===== src/rtl/seq_alu.sv =====
// Registered N-bit ALU with a start/done handshake and a multi-cycle restoring divider.
// Optional build macro ALU_SAT_EN: ADD and MUL saturate to all-ones on carry-out.
module seq_alu #(
  parameter int N = 4
) (
  input  logic         clk,
  input  logic         rst,
  input  logic         start,
  input  logic [3:0]   op,
  input  logic [N-1:0] a,
  input  logic [N-1:0] b,
  output logic         busy,
  output logic         done,
  output logic [N-1:0] result,
  output logic [N-1:0] result_hi,
  output logic [3:0]   flags
);

  localparam logic [3:0] OP_ADD = 4'd0;
  localparam logic [3:0] OP_SUB = 4'd1;
  localparam logic [3:0] OP_MUL = 4'd2;
  localparam logic [3:0] OP_DIV = 4'd3;
  localparam logic [3:0] OP_MOD = 4'd4;
  localparam logic [3:0] OP_AND = 4'd5;
  localparam logic [3:0] OP_OR  = 4'd6;
  localparam logic [3:0] OP_XOR = 4'd7;
  localparam logic [3:0] OP_SHL = 4'd8;
  localparam logic [3:0] OP_SHR = 4'd9;
  localparam int         CW     = $clog2(N + 1);

  typedef enum logic {IDLE, DIV} state_t;

  state_t         state_reg, state_next;
  logic [CW-1:0]  cnt_reg, cnt_next;
  logic           is_mod_reg, is_mod_next;
  logic [N-1:0]   divisor_reg, divisor_next;
  logic [N-1:0]   quo_reg, quo_next;
  logic [N-1:0]   rem_reg, rem_next;
  logic [N-1:0]   result_reg, result_next;
  logic [N-1:0]   hi_reg, hi_next;
  logic [3:0]     flags_reg, flags_next;
  logic           done_reg, done_next;

  // Single-cycle datapath, evaluated straight from the input operands.
  logic [N-1:0]   alu_res, alu_hi;
  logic [3:0]     alu_flags;
  logic           alu_div;
  logic [N:0]     sum;
  logic [2*N-1:0] prod;
  logic           fn, fz, fc, fv, no_z;

  assign sum  = {1'b0, a} + {1'b0, b};
  assign prod = {{N{1'b0}}, a} * {{N{1'b0}}, b};

  always_comb begin
    alu_res = '0;
    alu_hi  = '0;
    alu_div = 1'b0;
    fn      = 1'b0;
    fc      = 1'b0;
    fv      = 1'b0;
    no_z    = 1'b0;
    case (op)
      OP_ADD: begin
        alu_res = sum[N-1:0];
        fc      = sum[N];
`ifdef ALU_SAT_EN
        if (sum[N]) alu_res = '1;
`endif
      end
      OP_SUB: begin
        if (a < b) begin
          alu_res = b - a;
          fn      = 1'b1;
        end else begin
          alu_res = a - b;
        end
      end
      OP_MUL: begin
        alu_res = prod[N-1:0];
        alu_hi  = prod[2*N-1:N];
        fc      = |prod[2*N-1:N];
`ifdef ALU_SAT_EN
        if (|prod[2*N-1:N]) alu_res = '1;
`endif
      end
      OP_DIV, OP_MOD: begin
        // Divide-by-zero completes at once with V set and Z suppressed.
        if (b == '0) begin
          fv   = 1'b1;
          no_z = 1'b1;
        end else begin
          alu_div = 1'b1;
        end
      end
      OP_AND: alu_res = a & b;
      OP_OR:  alu_res = a | b;
      OP_XOR: alu_res = a ^ b;
      OP_SHL: alu_res = (32'(b) >= N) ? '0 : (a << b);
      OP_SHR: alu_res = (32'(b) >= N) ? '0 : (a >> b);
      default: begin
        fv   = 1'b1;
        no_z = 1'b1;
      end
    endcase
    fz        = !no_z && (alu_res == '0);
    alu_flags = {fn, fz, fc, fv};
  end

  // One restoring step: shift in the next dividend bit, trial-subtract, keep or restore.
  logic [N:0]   rem_shift, diff;
  logic         step_ok;
  logic [N-1:0] rem_step, quo_step, div_res, div_hi;

  assign rem_shift = {rem_reg, quo_reg[N-1]};
  assign diff      = rem_shift - {1'b0, divisor_reg};
  assign step_ok   = !diff[N];
  assign rem_step  = step_ok ? diff[N-1:0] : rem_shift[N-1:0];
  assign quo_step  = {quo_reg[N-2:0], step_ok};
  assign div_res   = is_mod_reg ? rem_step : quo_step;
  assign div_hi    = is_mod_reg ? quo_step : rem_step;

  always_comb begin
    state_next   = state_reg;
    cnt_next     = cnt_reg;
    is_mod_next  = is_mod_reg;
    divisor_next = divisor_reg;
    quo_next     = quo_reg;
    rem_next     = rem_reg;
    result_next  = result_reg;
    hi_next      = hi_reg;
    flags_next   = flags_reg;
    done_next    = 1'b0;
    case (state_reg)
      IDLE: begin
        if (start) begin
          if (alu_div) begin
            state_next   = DIV;
            cnt_next     = CW'(N);
            is_mod_next  = (op == OP_MOD);
            divisor_next = b;
            quo_next     = a;
            rem_next     = '0;
          end else begin
            result_next = alu_res;
            hi_next     = alu_hi;
            flags_next  = alu_flags;
            done_next   = 1'b1;
          end
        end
      end
      DIV: begin
        quo_next = quo_step;
        rem_next = rem_step;
        cnt_next = cnt_reg - CW'(1);
        if (cnt_reg == CW'(1)) begin
          state_next  = IDLE;
          result_next = div_res;
          hi_next     = div_hi;
          flags_next  = {1'b0, div_res == '0, 2'b00};
          done_next   = 1'b1;
        end
      end
      default: state_next = IDLE;
    endcase
  end

  always_ff @(posedge clk) begin
    if (rst) begin
      state_reg   <= IDLE;
      cnt_reg     <= '0;
      is_mod_reg  <= 1'b0;
      divisor_reg <= '0;
      quo_reg     <= '0;
      rem_reg     <= '0;
      result_reg  <= '0;
      hi_reg      <= '0;
      flags_reg   <= '0;
      done_reg    <= 1'b0;
    end else begin
      state_reg   <= state_next;
      cnt_reg     <= cnt_next;
      is_mod_reg  <= is_mod_next;
      divisor_reg <= divisor_next;
      quo_reg     <= quo_next;
      rem_reg     <= rem_next;
      result_reg  <= result_next;
      hi_reg      <= hi_next;
      flags_reg   <= flags_next;
      done_reg    <= done_next;
    end
  end

  assign busy      = (state_reg == DIV);
  assign done      = done_reg;
  assign result    = result_reg;
  assign result_hi = hi_reg;
  assign flags     = flags_reg;

endmodule


===== config.mk =====
export PLATFORM = sky130hd
export DESIGN_NAME = seq_alu
export DESIGN_NICKNAME = d
export VERILOG_FILES = /design/src/rtl/seq_alu.sv
export SDC_FILE = /design/constraint.sdc
export NUM_CORES = 1
export LEC_CHECK = 0
export CELL_PAD_IN_SITES_DETAIL_PLACEMENT = 2
export CELL_PAD_IN_SITES_GLOBAL_PLACEMENT = 2
export CORE_ASPECT_RATIO = 2
export CORE_MARGIN = 4
export CORE_UTILIZATION = 38
export CTS_CLUSTER_DIAMETER = 50
export DETAILED_ROUTE_END_ITERATION = 8
export DONT_BUFFER_PORTS = 1
export PLACE_DENSITY_LB_ADDON = 0.15
export SETUP_SLACK_MARGIN = 0.5
export SYNTH_ARGS = -nofsm -noshare
export SYNTH_HDL_FRONTEND = slang
export SYNTH_SLANG_ARGS = --single-unit

===== constraint.sdc =====
create_clock -name clk -period 5.4 [get_ports clk]
set_clock_uncertainty 0.05 [all_clocks]
set_input_delay 0.81 -clock clk [delete_from_list [all_inputs] [get_ports clk]]
set_output_delay 0.81 -clock clk [all_outputs]
set_load 0.05 [all_outputs]

==> flow_summary.toml, run 1 <==
[status]
status = "finished clean"

[final_layout]
fin_util_pct = 41.9
drive_gt1_share_pct = 6.27
antenna_cells = 0
multi_input_area_sq_mm = 0.00211
fillers = 851
most-common-layout-cells = "nor2_1 (43), a21oi_1 (36), ha_1 (33)"
mostFrequentLayoutCell = "nor2_1"
seqCellArea_sq_um = 601
syn2layout_area_growth_pct = 5.92
nets = 407

[synth]
synthSimpleGateAreaFrac_pct = 22.9
yosysWarnings = 0
ys_ff_latch = 30
synth-main-ff-cell = "dfxtp_1"
synth_enable_flop_cells = 0
synth-async-reset-ratio_pct = 0
synth_top_family_by_area = "simple AND/OR/NAND/NOR gates"
netlist_instances = 361
netlist_area_sq_mm = 0.00290
synth_fa_ha_area_share_pct = 19.8
synth-xor-area-share_pct = 3.02
synth_compound_area_share_pct = 20.3
ys_seq_area_share_pct = 20.7
synth.avg_cell_area_sq_um = 8.03
synth_cell_types = 60
muxShareOfSynthArea_pct = 6.65
syn_nets = 417

[setup_path]
worst-path-max-fanout = 8
crit_arrival_ps = 4060
regToRegSetupSlack_ps = 2220
crit_slowest_cell = "fa_1"
crit_required_ps = 5540
worstPathCellList = "nand2_1 > fa_1 > inv_1 > fa_1 > inv_1 > fa_1 > o31ai_1 > a222oi_1 > o31ai_1 > a221o_1 > or3_1 > a311oi_2"
timing.rr.end = "result_hi[3]"
critPathKind = "in2reg"
worstSetupEndpointType = "register"
r2r-start = "quo_reg[3]"
worstRegToRegCells = 11
cp_top_family = "adder cells"
max_stage_delay_ps = 560
crit_buf_inv = 2
crit_cells = 12
startpoint_type = "input pin"
cp_common_cell = "fa_1"

[timing]
fin_crit_sh_pct = 72.6
setup_viol = 0
fin_setup_tns_ps = 0
rsz0062_at_grt = "no"
worst_pin_slew_ps = 1140
worst_slack_ps = 1480
drv_slew = 0
max_slew_margin_pct = 22.9
hold_viol = 0
fmax_mhz = 255
period_minus_slack_ps = 3920

[global_route]
grt_pass1_wl_um = 16400
grt_max_degree = 31
grt_pass1_vias = 2939
grt-ovfl-total = 0
grt_usage_pct = 23.5
antenna_found_initial = 0

[detailed_routing]
routed_via_density = 5.96
drtAntennaViolNets = 0
routed_wl_um = 10400
firstDrtPassIters = 4
via_count = 2639
drt_iter0_markers = 75
wl_per_cell_um = 23.5
drc = 0

[worst_hold_path]
min_to = "cnt_reg[1]"
hp-start = "cnt_reg[1]"
hold_class = "reg2reg"
min_delay_path_depth = 2

[place]
io_buffers = 0
routabilityCongestion = 0.903
hpwlAfterDp_um = 8520
pre_cts_ws_ps = 1160

[floorplan]
io_pins = 29
fp-row-count = 44
die_h_um = 131
die_w_um = 69.8
core_sq_mm = 0.00732
die-area_sq_mm = 0.00917
initial_utilization_pct = 39.6

[clock_network]
clock-sinks = 30
cts_resized = 0
clk_path_buf_depth = 2
cts-root-buf = "clkbuf_16"
holdBufCountCts = 0
cts_tree = "built"
cts_buffers = 5
htreeDepth = 2
post_cts_buffers = 0
clkTransAtPathRegs_ps = 50
worstSkewPairLatency_ps = 280

[power_and_ir_drop]
p_leak_nw = 1.26
vdd_drop_max_mv = 0.105
p_per_area_mw_per_mm2 = 229

[flow_run]
cap_violations = 0
[cell families (layout without fill, tap and decap cells)]
family                   count (synthesis)  count (layout)
AO/OA/AOI/OAI                           88              88
XOR/XNOR                                10              10
adder cells (fa/ha/maj)                 41              41
buffers and inverters                   46              36
flip-flops                              30              30
multiplexers                            18              18
AND/OR/NAND/NOR                        128             128
[worst max-delay path by stage]
| stage | from | end |
|---|---|---|
| finish | a[0] | flags[2] |
| CTS | a[0] | flags[2] |
| detailed placement | a[0] | flags[2] |
| global route | a[0] | flags[2] |
| floorplan | b[1] | flags[2] |
| global placement | a[0] | flags[2] |
[power by group]
part	leakage, nW	internal, mW	switching (mW)
logic	0.950	0.0730	0.106
clock network	0.0694	0.166	0.0991
registers	0.244	0.231	0.0283
total	1.26	0.470	0.233
[worst reg2reg max path, stage by stage (launching register included)]
cell      delay, ps
dfxtp_1         380
inv_1            60
ha_1            190
inv_1            70
fa_1            200
a21o_1          120
a21oi_1          70
xnor2_1         720
mux2_2          460
mux2_2          270
a221oi_1        380
nor3_1           90
[metal layers]
layer / global-route usage, % / vias to the layer above / wire length (um)
li1: - / 1254 / -
met1: 22.1 / 1307 / 3560
met2: 47.0 / 51 / 6080
met3: 2.60 / 27 / 298
met4: 13.1 / 0 / 486
met5: 0 / - / 0
[through the flow]
step / total power, mW / area [sq um] / hold slack (ps) / instances
2_1_floorplan: 0.402 / 2900 / 410 / 361
3_3_place_gp: 0.435 / 2930 / 437 / 436
3_5_place_dp: 0.442 / 2930 / 446 / 436
4_1_cts: 0.710 / 3070 / 456 / 443
5_1_grt: 0.739 / 3070 / 489 / 443
6_report: 0.703 / 3070 / 458 / 443
[cell type report]
cell class / count / share of cell area [%]
Multi-Input combinational cell: 285 / 68.6
Inverter: 28 / 3.42
Clock inverter: 2 / 0.326
Timing Repair Buffer: 1 / 0.245
Sequential cell: 30 / 19.6
Tap cell: 92 / 3.75
Clock buffer: 5 / 4.08
[cell usage after synthesis, drive strengths merged, types with 4 or more instances]
library cell	n	area [sq um]
nor2	43	161
a21oi	36	180
ha	33	413
dfxtp	30	601
inv	28	105
nand2	20	75.1
mux2i	11	110
buf	10	56.3
nand3	10	50.1
o21ai	10	50.1
nand2b	9	56.3
clkbuf	8	30.0
fa	8	160
nor3	8	45.0
mux2	7	82.6
xnor2	7	61.3
a31oi	6	37.5
nor2b	6	37.5
a21o	5	37.5
and3	5	31.3
a221oi	4	52.6
a22oi	4	30.0
and2	4	25.0
nor3b	4	35.0
(Power assumes the default switching activity.)
==> run 2, diff against run 1 <==
--- a/config.mk
+++ b/config.mk
@@ -9,7 +9,7 @@
 export CELL_PAD_IN_SITES_GLOBAL_PLACEMENT = 2
 export CORE_ASPECT_RATIO = 2
 export CORE_MARGIN = 4
-export CORE_UTILIZATION = 38
+export CORE_UTILIZATION = 35
 export CTS_CLUSTER_DIAMETER = 50
 export DETAILED_ROUTE_END_ITERATION = 8
 export DONT_BUFFER_PORTS = 1
==> constraint.sdc (replaced) <==
create_clock -name clk -period 3.28 [get_ports clk]
set_clock_uncertainty 0.05 [all_clocks]
set_input_delay 0.492 -clock clk [delete_from_list [all_inputs] [get_ports clk]]
set_output_delay 0.492 -clock clk [all_outputs]
set_load 0.05 [all_outputs]
==> flow_summary.toml, run 2 (synthesis results as in run 1) <==
[detailed_routing]
top_layer = "met4"
wl_met3_um = 329
wl_met2_um = 6630
wl_met1_um = 3800
routed_via_density = 5.92
drtAntennaViolNets = 0
routed_wl_um = 11600
drc = 0
firstDrtPassIters = 4
via_count = 2846
wl_per_cell_um = 24.0
drt_iter0_markers = 148

[clock_network]
clkTransAtPathRegs_ps = 50
clock-sinks = 30
cts-root-buf = "clkbuf_16"
htreeDepth = 2
clk_path_buf_depth = 2
cts_buffers = 5
worstSkewPairLatency_ps = 290
cts_tree = "built"

[power_and_ir_drop]
p_leak_nw = 1.47
power_frac_seq_pct = 33.1
switching_power_uw = 433
p_per_area_mw_per_mm2 = 374
swShare_pct = 33.3
combPwrFrac_pct = 29.9
vdd_drop_max_mv = 0.173
intPower_uw = 865
clkPwrFrac_pct = 37.0

[timing]
rsz0062_at_grt = "yes"
drv_slew = 0
fin_crit_sh_pct = 110
holdWs_ps = 221
worst_slack_ps = -314
setup_viol = 2
max_slew_margin_pct = 34.7
period_minus_slack_ps = 3590
worst_pin_slew_ps = 971
hold_viol = 0
fmax_mhz = 278

[setup_path]
worstSetupEndpointType = "register"
startpoint_type = "input pin"
worstRegToRegCells = 12
r2r-start = "quo_reg[3]"
regToRegSetupSlack_ps = 370
worst-path-max-fanout = 9
timing.rr.end = "flags[2]"
crit_required_ps = 3430
critPathKind = "in2reg"
crit_arrival_ps = 3750

[final_layout]
most-common-layout-cells = "nor2_1 (43), a21oi_1 (35), ha_1 (33), buf_4 (33), dfxtp_1 (30)"
nets = 440
fillers = 901
syn2layout_area_growth_pct = 19.7
mostFrequentLayoutCell = "nor2_1"
antenna_cells = 0
drive_gt1_share_pct = 19.2

[floorplan]
die_h_um = 137
io_pins = 29
core_sq_mm = 0.00800
die-area_sq_mm = 0.00989
fp-row-count = 46
die_w_um = 72.3
initial_utilization_pct = 36.2

[global_route]
grt_pass1_vias = 3318
grt_pass1_wl_um = 18000
grt_usage_pct = 24.6
antenna_found_initial = 0
grt_max_degree = 31
grt-ovfl-total = 0

[status]
violations = "setup timing"
status = "finished with violations"

[worst_hold_path]
min_delay_path_depth = 1
min_to = "result[2]"
hp-start = "rst"
hold_class = "in2reg"

[flow_run]
cap_violations = 0

[place]
pre_cts_ws_ps = -636
hpwlAfterDp_um = 9100
routabilityCongestion = 0.890
io_buffers = 0
-- run 2: changes by cell type in the layout (fill, tap and decap cells not counted), moves of 2 or more --
cell,before,now
a221oi_1,3,0
a221oi_2,0,3
buf_4,1,33
nand2_1,20,18
o21ai_0,10,8
o21ai_2,0,2
xnor2_1,7,4
xnor2_2,0,2
-- run 2: final cells by class --
| type | count | area, sq um | share of cell area, % |
|---|---|---|---|
| clock inverters | 1 | 5.00 | 0.144 |
| flip-flops and latches | 30 | 601 | 17.3 |
| clock buffers | 7 | 143 | 4.11 |
| multi-input cells | 285 | 2240 | 64.5 |
| well taps | 96 | 120 | 3.46 |
| inverters | 28 | 105 | 3.03 |
| repair buffers | 34 | 259 | 7.46 |
-- run 2: power groups by stage --
stage               logic [mW]  registers (mW)  clock network, mW
floorplan                0.235           0.432                  0
global placement         0.325           0.437                  0
CTS                      0.364           0.430              0.483
finish                   0.388           0.430              0.480
global route             0.425           0.432              0.500
detailed placement       0.341           0.438                  0
-- run 2: worst max-delay path by stage --
| stage | start | end | cells after the start |
|---|---|---|---|
| after floorplan | b[1] | flags[2] | 13 |
| after global placement | a[0] | flags[2] | 12 |
| after detailed placement | a[0] | flags[2] | 12 |
| after CTS | a[2] | flags[2] | 12 |
| after global routing | a[2] | flags[2] | 12 |
| final | a[2] | flags[2] | 12 |
-- run 2: repair_timing --
item | 4_1_cts | 5_1_grt
pin swaps | 6 | 3
resized for setup | 12 | 10
hold buffers | 0 | 0
endpoints found under the hold margin | 0 | 0
gates cloned | 0 | 0
setup buffers | 3 | 0
endpoints found under the setup margin | 6 | 7
-- run 2: routing by layer --
layer / up-vias / GRT usage, %
li1: 1318 / -
met1: 1430 / 22.2
met2: 67 / 47.9
met3: 31 / 2.94
met4: 0 / 17.4
met5: - / 0
-- run 2: metrics by stage --
stage | power, mW | instance area (sq um) | cells | TNS, ps | util, %
2_1_floorplan | 0.667 | 2930 | 361 | -370 | -
3_3_place_gp | 0.762 | 3180 | 470 | -692 | 39.7
3_5_place_dp | 0.779 | 3180 | 470 | -1060 | 39.7
4_1_cts | 1.28 | 3410 | 481 | -415 | 42.6
5_1_grt | 1.36 | 3470 | 481 | -757 | 43.4
6_report | 1.30 | 3470 | 481 | -410 | 43.4
-- run 2: worst max-delay path, cell delays in order --
cell and delay, ps:
nand2_8 30, fa_1 560, inv_2 50, fa_1 560, inv_1 60, fa_1 480, o31ai_1 60, a222oi_1 430
o31ai_1 150, a221o_1 300, or3_4 340, a311oi_2 230
